$ cat config.mk
export PLATFORM = sky130hd
export DESIGN_NAME = if_fetch_unit
export DESIGN_NICKNAME = d
export VERILOG_FILES = /design/src/rtl/if_fetch_unit.sv
export SDC_FILE = /design/constraint.sdc
export NUM_CORES = 1
export LEC_CHECK = 0
export ABC_AREA = 1
export CORE_MARGIN = 1.5
export CORE_UTILIZATION = 44
export CTS_CLUSTER_DIAMETER = 80
export DETAILED_ROUTE_END_ITERATION = 10
export GPL_TIMING_DRIVEN = 1
export PLACE_DENSITY = 0.81
export SETUP_SLACK_MARGIN = 0.2
export SLEW_MARGIN = 20
export SYNTH_ARGS = -nofsm -noshare
export SYNTH_HDL_FRONTEND = slang
export SYNTH_SLANG_ARGS = --single-unit
$ cat constraint.sdc
create_clock -name clk -period 2.3 [get_ports clk]
set_clock_uncertainty 0.2 [all_clocks]
set_input_delay 0.69 -clock clk [delete_from_list [all_inputs] [get_ports clk]]
set_output_delay 0.69 -clock clk [all_outputs]
set_load 0.005 [all_outputs]
$ cat src/rtl/if_fetch_unit.sv
// Instruction-fetch stage: owns the PC, captures IMEM data into IF/ID, and
// handles stall, redirect, halt detection and a saturating fetch counter.
module if_fetch_unit #(
  parameter int unsigned          WIDTH      = 32,
  parameter logic [WIDTH-1:0]     RESET_PC   = '0,
  parameter logic [WIDTH-1:0]     HALT_INSTR = 32'hFC00_0000
) (
  input  logic             clk,
  input  logic             rst,
  input  logic             stall,
  input  logic             redirect,
  input  logic [WIDTH-1:0] redirect_pc,
  output logic [WIDTH-1:0] imem_pc,
  input  logic [WIDTH-1:0] imem_instr,
  output logic [WIDTH-1:0] ifid_instr,
  output logic [WIDTH-1:0] ifid_pc,
  output logic [WIDTH-1:0] ifid_pc4,
  output logic             ifid_valid,
  output logic             halted,
  output logic             misalign_err,
  output logic [31:0]      fetch_count
);

  typedef enum logic [1:0] {BOOT, RUN, HALT} state_t;

  state_t           state_q, state_d;
  logic [WIDTH-1:0] pc_q, pc_d;
  logic [WIDTH-1:0] instr_q, instr_d;
  logic [WIDTH-1:0] ipc_q, ipc_d;
  logic [WIDTH-1:0] ipc4_q, ipc4_d;
  logic             valid_q, valid_d;
  logic             halted_q, halted_d;
  logic             mis_q, mis_d;
  logic [31:0]      cnt_q, cnt_d;

  logic [WIDTH-1:0] pc_plus4;
  logic [WIDTH-1:0] target;
  logic             target_mis;

  assign pc_plus4   = pc_q + WIDTH'(4);
  assign target     = {redirect_pc[WIDTH-1:2], 2'b00};
  assign target_mis = |redirect_pc[1:0];

  always_ff @(posedge clk) begin
    if (rst) begin
      state_q  <= BOOT;
      pc_q     <= RESET_PC;
      instr_q  <= '0;
      ipc_q    <= '0;
      ipc4_q   <= '0;
      valid_q  <= 1'b0;
      halted_q <= 1'b0;
      mis_q    <= 1'b0;
      cnt_q    <= '0;
    end else begin
      state_q  <= state_d;
      pc_q     <= pc_d;
      instr_q  <= instr_d;
      ipc_q    <= ipc_d;
      ipc4_q   <= ipc4_d;
      valid_q  <= valid_d;
      halted_q <= halted_d;
      mis_q    <= mis_d;
      cnt_q    <= cnt_d;
    end
  end

  always_comb begin
    state_d  = state_q;
    pc_d     = pc_q;
    instr_d  = instr_q;
    ipc_d    = ipc_q;
    ipc4_d   = ipc4_q;
    valid_d  = valid_q;
    halted_d = halted_q;
    mis_d    = mis_q;
    cnt_d    = cnt_q;

    unique case (state_q)
      BOOT: begin
        // IF/ID still holds the reset bubble; only the PC may be retargeted.
        state_d = RUN;
        if (redirect) begin
          pc_d  = target;
          mis_d = mis_q | target_mis;
        end
      end

      RUN: begin
        if (redirect) begin
          pc_d    = target;
          mis_d   = mis_q | target_mis;
          instr_d = '0;
          ipc_d   = '0;
          ipc4_d  = '0;
          valid_d = 1'b0;
        end else if (stall) begin
          pc_d = pc_q;
        end else if (imem_instr == HALT_INSTR) begin
          instr_d  = '0;
          ipc_d    = '0;
          ipc4_d   = '0;
          valid_d  = 1'b0;
          halted_d = 1'b1;
          state_d  = HALT;
        end else begin
          instr_d = imem_instr;
          ipc_d   = pc_q;
          ipc4_d  = pc_plus4;
          valid_d = 1'b1;
          pc_d    = pc_plus4;
          if (cnt_q != '1) begin
            cnt_d = cnt_q + 32'd1;
          end
        end
      end

      HALT: begin
        if (redirect) begin
          pc_d     = target;
          mis_d    = mis_q | target_mis;
          halted_d = 1'b0;
          state_d  = RUN;
        end
      end

      default: state_d = BOOT;
    endcase
  end

  assign imem_pc      = pc_q;
  assign ifid_instr   = instr_q;
  assign ifid_pc      = ipc_q;
  assign ifid_pc4     = ipc4_q;
  assign ifid_valid   = valid_q;
  assign halted       = halted_q;
  assign misalign_err = mis_q;
  assign fetch_count  = cnt_q;

endmodule

==> metrics.txt, run 1 <==
status finished clean; critical path required time around 2.5 ns; RSZ-0062 raised after global routing yes; vias per inst 5.23; Adder-Cell Fraction of Synth Area 0.312%; VDD IR max ~0.54 mV; Max H-tree Level 4; CTS max path bufs 2; n_diodes 0; drt drc 0; fraction of layout instances using a drive strength above 1 roughly 17%; Synth Area in Simple Gates between 30% and 40%; later-pin clock latency in the skew report about 0.43 ns; CTS Buf Count 17; pin count of the biggest net entering global routing about 130; Filler cells roughly 1,500; # rows a little under 50; r2r startpoint imem_pc[3]; initial antenna violation count 0; # IOs about 230; min cycle time layout 2.09 ns; Syn Inst Count approximately 1,300; Seq/Total Area, Yosys approximately two fifths; Max Cap Viol 0; crit path DAT around 2.3 ns; Final Slew Violations 0; Port Buf Inserts roughly 230; area of placed instances 0.0110 mm2; total power approximately 7 mW; total track usage between 20 and 30%; drt first-iter violations approximately 830; Die W between 100 and 150 um; max_slew headroom between 60% and 70%; HP Class flip-flop to flip-flop; total core area 0.0179 mm2; Post-Synth XOR/XNOR Area 2.73%; die area ~0.019 mm2; Die Ht 138 um; fmax around 480 MHz; drt wl/cell 15.7 um; CTS tree done; synthesis-stage register bit count 160; total leakage power 5.53 nW; first-pass GRT wire length between 40,000 and 50,000 um; Worst-path clk slew 0.06 ns; Crit Path Class input port to flip-flop; routed vias approximately 9,400; crit-path cells dlygate4sd2_1, nor2_2, nand2_2, nor2_4, inv_1, nor2_1, nand2_2, nand2_4, buf_6, nand2_4, inv_4, buf_6, buf_12, nor2_1, nor2_1; number of global-route vias before repair a little under 9,000; CP Max Fanout 6; Hold Path Origin ifid_instr[6]; Cell Area, Synth around 0.008 mm2; Hold Path Cell Cnt 2; reg2reg setup slack around 0.22 ns; CTS Hold Bufs 0; DPL Wire Length approximately 18,000 um; WHS between 0.2 and 0.3 ns; Starting Density between 40 and 50%; Clock Tree Root clkbuf_16; final WL around 28,000 um; Final Cell Area between 0.01 and 0.015 mm2; area fraction of the dominant cell type after synthesis 39.9%; critical path's slowest cell dlygate4sd2_1; PwrDens around 580 mW/mm2; first-pass detailed-route iteration total 6; mux share of post-synthesis cell area 0%; Post-DRT Antenna Nets 0; top cells by area, synth dfxtp_1 40%, nand2_1 22%, nor2_1 8.6%, a21oi_1 8.5%, nand3_1 4.2%; Hold Path Sink ifid_instr[6]; Final setup viols 0; CP endpoint kind flip-flop; reg-to-reg critical path endpoint imem_pc[22]; RePlAce Congestion 0.956; Final Hold Viols 0; Worst R2R Path Depth 12; post-synthesis compound-gate area fraction about a tenth; largest family of logic cells by synthesized area simple AND/OR/NAND/NOR gates; clk sink count 160; Area Growth Syn to Fin 52.7%; area leader, netlist dfxtp_1; most frequent CP cell nor2_1; slowest cell delay on critical path around 0.25 ns; Avg Cell Area, Syn around 6.4 um2; grt ovf 0; Final period util around nine tenths; CP startpoint kind input port; Worst Tran Pin Value roughly 0.58 ns; Yosys cell types 30; YS warnings 0; Net count, final approximately 1,600
[worst max path at each step]
| stage | endpoint | cells past startpoint | slack (ns) | from |
|---|---|---|---|---|
| CTS | imem_pc[12] | 1 | 0.02 | imem_pc[12] |
| global route | imem_pc[4] | 15 | 0.15 | imem_instr[18] |
| finish | imem_pc[3] | 15 | 0.21 | imem_instr[18] |
| global placement | ifid_pc4[11] | 10 | -0.47 | imem_instr[19] |
| detailed placement | ifid_valid | 10 | -0.51 | imem_instr[20] |
| floorplan | imem_pc[31] | 12 | 0.20 | imem_instr[22] |
[where the power goes]
part / leakage (nW) / internal [mW] / switching (mW)
registers: 1.34 / 2.82 / 0.0692
clock network: 0.334 / 2.05 / 1.20
logic: 3.85 / 0.438 / 0.490
total: 5.53 / 5.32 / 1.76
[placed cells by master, fill, tap and decap left out, drive strengths merged]
| cell type | n |
|---|---|
| nor3 | 5 |
| a21oi | 136 |
| nand4 | 5 |
| xnor2 | 6 |
| bufinv | 5 |
| dfxtp | 160 |
| xor2 | 19 |
| buf | 114 |
| nand2b | 3 |
| nand2 | 480 |
| nand3 | 69 |
| o21a | 1 |
| clkdlybuf4s50 | 34 |
| inv | 61 |
| clkdlybuf4s15 | 7 |
| clkbuf | 26 |
| o21ai | 34 |
| ha | 2 |
| nor2 | 189 |
| dlygate4sd2 | 181 |
| clkinv | 4 |
| conb | 2 |
| and2 | 2 |
| dlymetal6s2s | 1 |
| or2 | 3 |
| nand3b | 15 |
[state kept, by name, indices dropped and copies added, names as in the netlist]
register      count
fetch_count      32
halted            1
ifid_instr       32
ifid_pc          31
ifid_pc4         30
ifid_valid        1
imem_pc          30
misalign_err      1
state_q           2
[cells by family (layout without fill, tap and decap cells)]
logic type / Yosys count / after routing
flops: 160 / 160
other cells: 1 / 2
compound gates: 171 / 171
buf+inv: 123 / 433
simple gates: 770 / 771
fa+ha+maj: 2 / 2
xor+xnor: 25 / 25
[critical path: cells and delay by family]
kind / cells / cell delay, ns
and+or+nand+nor: 9 / 0.85
buffers and inverters: 6 / 0.69
[layer usage]
layer	wire, um	GRT usage (%)	up-vias
met5	0	0	-
met4	1450	15.8	0
met3	2160	5.54	105
met2	13500	48.5	449
met1	11000	33.7	4269
li1	-	-	4560
[Yosys cell counts]
library cell	n
a21oi_1	136
and2_1	2
buf_1	1
buf_2	10
buf_4	6
buf_6	13
clkbuf_1	34
conb_1	1
dfxtp_1	160
ha_1	2
inv_1	57
inv_2	2
nand2_1	477
nand2_2	2
nand2b_1	3
nand3_1	67
nand3_2	1
nand3_4	1
nand3b_1	15
nand4_1	5
nor2_1	183
nor2_2	3
nor2_4	3
nor3_1	5
o21a_1	1
o21ai_0	33
o21ai_1	1
or2_2	3
xnor2_1	6
xor2_1	19
[stage by stage]
stage	cells	setup WS (ns)	setup TNS, ns	utilization (%)
6_report	1793	0.207	0	68.5
5_1_grt	1793	0.145	0	68.5
4_1_cts	1789	0.0152	0	67.8
3_5_place_dp	1713	-0.507	-70.39	61.2
3_3_place_gp	1713	-0.472	-64.23	61.2
2_1_floorplan	1253	0.201	0	-
[final cells by class]
type,instances,area (um2),area share (%)
Inverter,59,224,1.83
Multi-Input combinational cell,971,4420,36.1
Tap cell,229,287,2.34
Clock inverter,11,199,1.62
Sequential cell,160,3390,27.7
Clock buffer,21,480,3.92
Timing Repair Buffer,342,3250,26.5
[timing repair]
action | 4_1_cts | 5_1_grt
gates resized for setup | 337 | 49
buffers inserted | 38 | 3
gates cloned | 6 | 1
pin swaps | 16 | 26
endpoints found under the setup margin | 316 | 109
hold endpoints to repair | 0 | 0
No activity file was read; power rests on OpenSTA's default activity.
==> run 2, diff against run 1 <==
--- a/config.mk
+++ b/config.mk
@@ -8,7 +8,7 @@
 export ABC_AREA = 1
 export CORE_MARGIN = 1.5
 export CORE_UTILIZATION = 44
-export CTS_CLUSTER_DIAMETER = 80
+export CTS_CLUSTER_DIAMETER = 200
 export DETAILED_ROUTE_END_ITERATION = 10
 export GPL_TIMING_DRIVEN = 1
 export PLACE_DENSITY = 0.81
==> results of run 2 <==
Final layout, timing and power as in run 1 (identical DEF).
==> run 3, diff against run 2 <==
--- a/config.mk
+++ b/config.mk
@@ -7,11 +7,12 @@
 export LEC_CHECK = 0
 export ABC_AREA = 1
 export CORE_MARGIN = 1.5
-export CORE_UTILIZATION = 44
+export CORE_UTILIZATION = 34
 export CTS_CLUSTER_DIAMETER = 200
 export DETAILED_ROUTE_END_ITERATION = 10
 export GPL_TIMING_DRIVEN = 1
-export PLACE_DENSITY = 0.81
+export MAX_ROUTING_LAYER = met4
+export PLACE_DENSITY = 0.66
 export SETUP_SLACK_MARGIN = 0.2
 export SLEW_MARGIN = 20
 export SYNTH_ARGS = -nofsm -noshare
==> metrics.txt, run 3 (synthesized netlist as in run 1, its figures left out) <==
Final period util 90.4% (-0.60 points); PnR worst setup slack 0.221 ns (+0.0138 ns); vias per inst 4.81 (-8.1%); initial antenna violation count 1 (+1); CP Max Fanout 3 (-3); RePlAce Congestion 0.922 (-3.5%); # IOs 231 (unchanged); # rows 56 (+14%); total power 6.61 mW (-6.5%); routed vias 9,076 (-3.3%); delay-heaviest family, CP buffers and inverters; crit path DAT 1.19 ns (-1.06 ns); dpl cells 1,801 (+5.1%); Clock Tree Root clkbuf_16; Filler cells 2,357 (+61%); grt ovf 0 (unchanged); Final Slew Violations 0 (unchanged); number of global-route vias before repair 8,482 (-4.5%); r2r startpoint fetch_count[0]; final WL 28,000 um (-0.34%); slowest cell delay on critical path 0.36 ns (+0.11 ns); Starting Density 34.4% (-10 points); total leakage power 5.58 nW (+1.0%); min cycle time layout 2.08 ns (-0.0138 ns); Multi-input gate area 0.00447 mm2 (+1.0%); CP startpoint kind flip-flop; fraction of layout instances using a drive strength above 1 20.2% (+2.8 points); final core occ 53.0% (-15 points); critical path required time 1.41 ns (-1.05 ns); Worst-path clk slew 0.06 ns (about the same); CP endpoint kind output pin; Final Hold Viols 0 (unchanged); first-pass GRT wire length 44,100 um (-0.48%); Die Ht 157 um (+13%); Post-DRT Antenna Nets 0 (unchanged); drt drc 0 (unchanged); HP Class flip-flop to flip-flop; Max H-tree Level 4 (unchanged); WP buf/inv 2 (-4); fmax 481 MHz (+0.66%); met3 wire length 1510 um (-30%); Post-Place Setup Slack -0.500 ns (+0.00767 ns); drt first-iter violations 597 (-28%); first-pass detailed-route iteration total 5 (-1); WHS 0.259 ns (+0.000118 ns); commonest non-fill, non-tap cell in the layout nand2_1; VDD IR max 0.467 mV (-13%); Hold Path Origin ifid_instr[23]; crit-path cells buf_4, dlygate4sd2_1; Max Cap Viol 0 (unchanged); Worst Tran Pin Value 0.516 ns (-0.0673 ns); die area 0.0245 mm2 (+29%); Net count, final 1,624 (+0.19%); pin count of the biggest net entering global routing 108 (-16%); DR top layer met4; drt wl/cell 14.9 um (-5.3%); PwrDens 535 mW/mm2 (-7.4%); register area 0.00341 mm2 (+0.70%); Hold Path Sink ifid_instr[23]; most frequent cells in the layout 460 x nand2_1, 168 x nor2_1, 163 x dlygate4sd2_1; total track usage 23.7% (-4.8 points); reg-to-reg critical path endpoint fetch_count[1]; WL met2 13,800 um (+2.4%); DPL Wire Length 19,200 um (+4.4%); Final setup viols 0 (unchanged); CTS tree done; status finished clean; Die W 157 um (+13%); max_slew headroom 65.6% (+4.5 points); CTS Hold Bufs 0 (unchanged); Crit Path Class flip-flop to output pin; CTS Buf Count 17 (unchanged); critical path's slowest cell dfxtp_4; CTS max path bufs 2 (unchanged); clk sink count 160 (unchanged); reg2reg setup slack 0.28 ns (+0.06 ns); Area Growth Syn to Fin 54.1%; Worst R2R Path Depth 12 (unchanged); RSZ-0062 raised after global routing yes; wire length on met1 11,900 um (+8.5%); Port Buf Inserts 228 (unchanged); total core area 0.0233 mm2 (+30%); Post-Layout Cell Count 1,887 (+5.2%); Hold Path Cell Cnt 2 (unchanged); later-pin clock latency in the skew report 0.43 ns (about the same)
-- run 3: per-layer routing --
metal / up-vias / track usage (%)
met5: - / -
met4: 0 / 8.84
met3: 46 / 4.40
met2: 272 / 39.7
met1: 4188 / 28.2
li1: 4570 / -
-- run 3: how the worst max path moves through the flow --
stage / start / to / slack, ns / cells past startpoint
2_1_floorplan: imem_instr[22] / imem_pc[31] / 0.20 / 12
3_3_place_gp: imem_instr[29] / ifid_pc4[21] / -0.48 / 10
3_5_place_dp: imem_instr[29] / ifid_instr[17] / -0.50 / 10
4_1_cts: imem_instr[20] / fetch_count[15] / 0.19 / 15
5_1_grt: imem_pc[2] / ifid_pc4[14] / 0.17 / 11
6_report: fetch_count[0] / fetch_count[0] / 0.22 / 2
-- run 3: worst reg2reg max path: cells and delay by family (launching register included) --
kind	cells	cell delay, ns
compound gates	1	0.12
simple gates	7	0.77
buf+inv	3	0.37
fa+ha+maj	1	0.14
flops	1	0.36
-- run 3: where the power goes --
part / total (mW) / leakage (nW) / switching, mW / internal, mW
combinational: 0.900 / 3.95 / 0.467 / 0.433
sequential: 2.89 / 1.34 / 0.0676 / 2.82
clock: 2.82 / 0.286 / 1.26 / 1.57
-- run 3: what timing repair did --
action	in CTS	in global routing
gates cloned	7	1
buffers inserted	36	9
gates resized for setup	380	99
pin swaps	32	47
endpoints found under the setup margin	318	96
-- run 3: area by class of cell --
cell class,instances,area share (%)
Sequential cell,160,27.6
Inverter,59,1.81
Clock inverter,13,1.01
Timing Repair Buffer,346,26.5
Tap cell,319,3.23
Clock buffer,19,3.66
Antenna cell,1,0.0202
Multi-Input combinational cell,970,36.1
-- run 3: stage by stage --
| stage | cell area, um2 | TNS (ns) |
|---|---|---|
| floorplan | 8030 | 0 |
| global placement | 11000 | -64.85 |
| detailed placement | 11000 | -67.04 |
| CTS | 12100 | 0 |
| global route | 12400 | 0 |
| finish | 12400 | 0 |
